[config.mk]
export PLATFORM = sky130hd
export DESIGN_NAME = countdown_timer_ctrl
export DESIGN_NICKNAME = d
export VERILOG_FILES = /design/src/rtl/countdown_timer_ctrl.sv
export SDC_FILE = /design/constraint.sdc
export NUM_CORES = 1
export LEC_CHECK = 0
export CORE_ASPECT_RATIO = 1.1
export CORE_MARGIN = 3
export CORE_UTILIZATION = 39
export CTS_CLUSTER_DIAMETER = 80
export CTS_CLUSTER_SIZE = 40
export DETAILED_ROUTE_END_ITERATION = 12
export MAX_ROUTING_LAYER = met4
export SLEW_MARGIN = 0
export SYNTH_ARGS = -nofsm -noshare
export SYNTH_HDL_FRONTEND = slang
export SYNTH_SLANG_ARGS = --single-unit
export TNS_END_PERCENT = 100
[constraint.sdc]
create_clock -name clk -period 6.54 [get_ports clk]
set_clock_uncertainty 0.05 [all_clocks]
set_input_delay 1.962 -clock clk [delete_from_list [all_inputs] [get_ports clk]]
set_output_delay 1.962 -clock clk [all_outputs]
set_load 0.02 [all_outputs]
[src/rtl/countdown_timer_ctrl.sv]
// countdown_timer_ctrl: run/pause/expire countdown timer driven by a gated 1-cycle prescaler tick.
// Optional feature macro AUTO_RELOAD_EN: on expiry, restart from the last loaded value instead of stopping.
module countdown_timer_ctrl #(
  parameter logic [31:0] TICK_DIV = 32'd50000000,
  parameter int unsigned CNT_W    = 16
) (
  input  logic             clk,
  input  logic             clr,
  input  logic             load,
  input  logic [CNT_W-1:0] load_val,
  input  logic             start,
  input  logic             pause,
  output logic             tick,
  output logic [CNT_W-1:0] remaining,
  output logic [1:0]       state,
  output logic             done
);

  typedef enum logic [1:0] {
    S_IDLE    = 2'b00,
    S_RUN     = 2'b01,
    S_PAUSE   = 2'b10,
    S_EXPIRED = 2'b11
  } state_t;

  localparam logic [31:0] PRESC_LAST = TICK_DIV - 32'd1;

  state_t           r_state;
  logic [31:0]      r_presc;
  logic [CNT_W-1:0] r_remaining;
  logic             r_tick;
  logic             r_done;
`ifdef AUTO_RELOAD_EN
  logic [CNT_W-1:0] r_reload;
`endif

  logic w_go;
  logic w_hold;
  logic w_wrap;
  logic w_last;

  // start and pause together cancel each other out in every state
  assign w_go   = start & ~pause;
  assign w_hold = pause & ~start;
  assign w_wrap = (r_presc == PRESC_LAST);
  assign w_last = (r_remaining == CNT_W'(1));

  function automatic logic [CNT_W-1:0] dec_sat(input logic [CNT_W-1:0] v);
    return (v == '0) ? '0 : v - CNT_W'(1);
  endfunction

  always_ff @(posedge clk) begin
    if (clr) begin
      r_state     <= S_IDLE;
      r_presc     <= '0;
      r_remaining <= '0;
      r_tick      <= 1'b0;
      r_done      <= 1'b0;
`ifdef AUTO_RELOAD_EN
      r_reload    <= '0;
`endif
    end else if (load) begin
      r_state     <= S_IDLE;
      r_presc     <= '0;
      r_remaining <= load_val;
      r_tick      <= 1'b0;
      r_done      <= 1'b0;
`ifdef AUTO_RELOAD_EN
      r_reload    <= load_val;
`endif
    end else begin
      r_tick <= 1'b0;
      r_done <= 1'b0;
      case (r_state)
        S_IDLE: begin
          if (w_go && (r_remaining != '0)) begin
            r_state <= S_RUN;
            r_presc <= '0;
          end
        end
        S_RUN: begin
          if (w_wrap) begin
            r_presc <= '0;
            r_tick  <= 1'b1;
            if (w_last) begin
              r_done <= 1'b1;
`ifdef AUTO_RELOAD_EN
              if (r_reload != '0) begin
                r_remaining <= r_reload;
                if (w_hold) r_state <= S_PAUSE;
              end else begin
                r_remaining <= '0;
                r_state     <= S_EXPIRED;
              end
`else
              r_remaining <= '0;
              r_state     <= S_EXPIRED;
`endif
            end else begin
              // a pause landing on the wrap edge still lets this decrement through
              r_remaining <= dec_sat(r_remaining);
              if (w_hold) r_state <= S_PAUSE;
            end
          end else begin
            r_presc <= r_presc + 32'd1;
            if (w_hold) r_state <= S_PAUSE;
          end
        end
        S_PAUSE: begin
          if (w_go) r_state <= S_RUN;
        end
        S_EXPIRED: begin
          r_presc <= '0;
        end
        default: begin
          r_state <= S_IDLE;
        end
      endcase
    end
  end

  assign tick      = r_tick;
  assign done      = r_done;
  assign remaining = r_remaining;
  assign state     = r_state;

endmodule
==> key figures <==
Timing
  – Fmax: 236 MHz
  – Total negative setup slack: 0 ns
  – Max-slew violation total from the final report: 0
  – Count of final hold-check violations: 0
  – Rel. slew slack: 0.223
  – Unrepaired setup endpoints after global routing: no
  – Slew @ Worst Pin: between 1 and 1.5 ns
  – Setup Viol. Count Final: 0
  – Fin crit period: 4.23 ns
  – Fin crit share: 0.647

Pwr
  – Max rail drop VDD: ~0.11 mV
  – Clock Power Share: 0.339
  – Sequential share of power: 0.513
  – Total power: about 650 µW
  – Sw Pwr: 173 µW
  – Gate power share: 0.148
  – Pint: 481 µW
  – Sw frac: 0.265
  – Leakage: around 1.1 nW
  – PD cells: 185 mW/mm²

Floorplanning
  – CORE AREA: 0.00721 mm²
  – Row cnt: 32
  – Height of the chip: about 98 µm
  – Die X: 89.3 µm
  – Initial core utilization: 0.413
  – Die area: 0.00872 mm²
  – # IOs: 41

Route
  – Initial DRC count: 75
  – Post-route ant nets: 0
  – Avg WL per Cell: ~15 µm
  – DR pass1 iterations: 4
  – WL final: 7.52 mm
  – Detailed-route DRC error count: 0
  – Vias: 2778
  – Vias per cell: ~5.6

Finish
  – Area of the multi-input gates: 0.00182 mm²
  – Nets: 436
  – Layout Area Growth over Synthesis: 18.8%
  – Share of post-route cells with drive strength above 1: 0.0564
  – Final instance count without filler cells: a little under 500
  – Final core occ: 0.491
  – ANT cells: 0
  – # fillers: 720
  – Register Area: 0.00104 mm²

Global routing
  – Initial antenna violation count: 0
  – First-pass GRT wire length: 12.6 mm
  – Vias in the first global route: 2650
  – Total gr overflow: 0
  – All-layer global routing usage: 0.182
  – Largest net degree at the start of global routing: 36

Clock network
  – CTS tree: built
  – Clock Latency Late Sink: ~0.3 ns
  – Clock Pin Slew Worst Setup and Hold Paths: approximately 0.090 ns
  – Root buf cell: clkbuf_8
  – Sink Count: 52
  – Htree depth: 2
  – Clock buffer depth: 2
  – Post_cts resized: 0
  – Total CTS buffers: 5
  – Number of hold buffers added after CTS: 0
  – Number of post-CTS setup repair buffers: 0

Worst setup path
  – Critical path arrival: 4.33 ns
  – Critical Path RT: 6.64 ns
  – Worst Setup SP: pause
  – FF-to-FF Start: remaining[8]
  – Worst-path fanout max: 30
  – Crit Path Category: input port to register
  – Critical path endpoint category: register
  – CP Launch Type: input port

Logic synthesis
  – Syn_nets: 405
  – Top-count cell post-synth: dfxtp_1
  – Syn_area_per_cell: 7.92 µm²
  – Mapped Cells: 376
  – Post-synth cell types: 49
  – Ys async rst share: 0
  – Post-Syn Area: 0.00298 mm²
  – Post-synth top area share: 0.349
  – #FFs+latches synth: 52
  – Most used flip-flop cell after synthesis: dfxtp_1
  – Largest cells by area after synthesis: dfxtp_1 (35%), nor2_1 (6.4%), xnor2_1 (6.2%), nor3_1 (4.5%), ha_1 (3.4%)
  – Post-synth EDFFs: 0
  – Most frequent cells after synthesis: dfxtp_1 (52), nor2_1 (51), nor3_1 (27), nand2_1 (24), xnor2_1 (21)
  – Largest area contributor in the netlist: dfxtp_1
  – Synth Warn #: 0
  – Sequential area share after synthesis: 0.349

Run status
  – Status: completed

Placed design
  – Port Buffers: 40
  – Routability congestion estimate: 0.858
  – Dpl cells: 485
  – DP HPWL: 5.46 mm

Worst hold path
  – Hold Path Class: register to register
  – Hold_sp: r_presc[6]

Flow run
  – Max_cap viols: 0
## cells in the final DEF (no fill, tap or decap), types with 4 or more instances in the layout
cell             synthesis  final
nand2_1                 24     24
a221oi_1                 5      5
ha_1                     8      8
nor2b_1                 10     10
nand3_1                 15     15
nor3_1                  27     27
or2_2                    7      7
clkbuf_8                 0      5
nor3b_1                  6      6
nor4_1                  11     11
dfxtp_1                 52     52
nor2_1                  51     51
o21ai_0                 13     13
a21oi_1                 13     13
inv_1                   12     12
clkdlybuf4s50_1          0     40
nand4_1                  8      8
xor2_1                   8      8
xnor2_1                 21     21
a211oi_1                 4      4
or4_1                    8      8
and3_1                   4      4
a31oi_1                  6      6
or3_1                    6      6
## metal layers
metal,track usage,vias to the layer above,wire [µm]
met1,0.228,1314,3470
met4,0.0493,0,53
met5,-,-,0
li1,-,1408,-
met2,0.300,50,3700
met3,0.0297,6,308
## layout make-up
class | instances | area share
multi-input combinational | 294 | 0.514
timing repair buffer | 42 | 0.117
inverter | 12 | 0.0127
tap | 85 | 0.0301
sequential | 52 | 0.294
clock inverter | 3 | 0.0120
clock buffer | 5 | 0.0194
## worst max-delay path: stages
cell and delay, ns:
clkdlybuf4s50_1 0.41, nand2b_1 0.16, nor2_1 0.25, a21boi_1 0.39
o21ai_2 1.03, nor2_1 0.12
## registers in the layout, summed over array words and instances (netlist names)
name,count
r_presc,32
remaining,16
state,2
done,1
tick,1
## logic make-up (layout without fill, tap and decap cells)
logic type | after synthesis | count (layout) | share of synthesized area
compound gates | 59 | 59 | 0.132
xor+xnor | 29 | 29 | 0.0853
fa+ha+maj | 8 | 8 | 0.0336
buf+inv | 30 | 62 | 0.0412
flops | 52 | 52 | 0.349
mux | 3 | 3 | 0.0101
simple gates | 195 | 195 | 0.349
## through the flow
| stage | hold WS, ns | instance area, µm² | setup WS [ns] |
|---|---|---|---|
| floorplan | 0.419 | 2980 | 3.26 |
| global placement | 0.435 | 3430 | 2.09 |
| detailed placement | 0.460 | 3430 | 1.95 |
| CTS | 0.473 | 3540 | 2.28 |
| global route | 0.499 | 3540 | 2.00 |
| finish | 0.472 | 3540 | 2.31 |
## worst paths after layout
kind,endpoint,slack (ns),cells past startpoint
worst max register to register,r_presc[16],3.19,5
worst min register to register,r_presc[6],0.47,2
worst max-delay path,r_presc[0],2.31,6
worst min-delay path,r_presc[6],0.47,2
## power groups by stage
stage          clock, mW  sequential, mW  combinational, mW
2_1_floorplan          0           0.347             0.0520
3_3_place_gp           0           0.342             0.0956
3_5_place_dp           0           0.342             0.0969
4_1_cts            0.230           0.335             0.0974
5_1_grt            0.243           0.337              0.106
6_report           0.222           0.335             0.0969
Power figures use the tool's default switching activity.
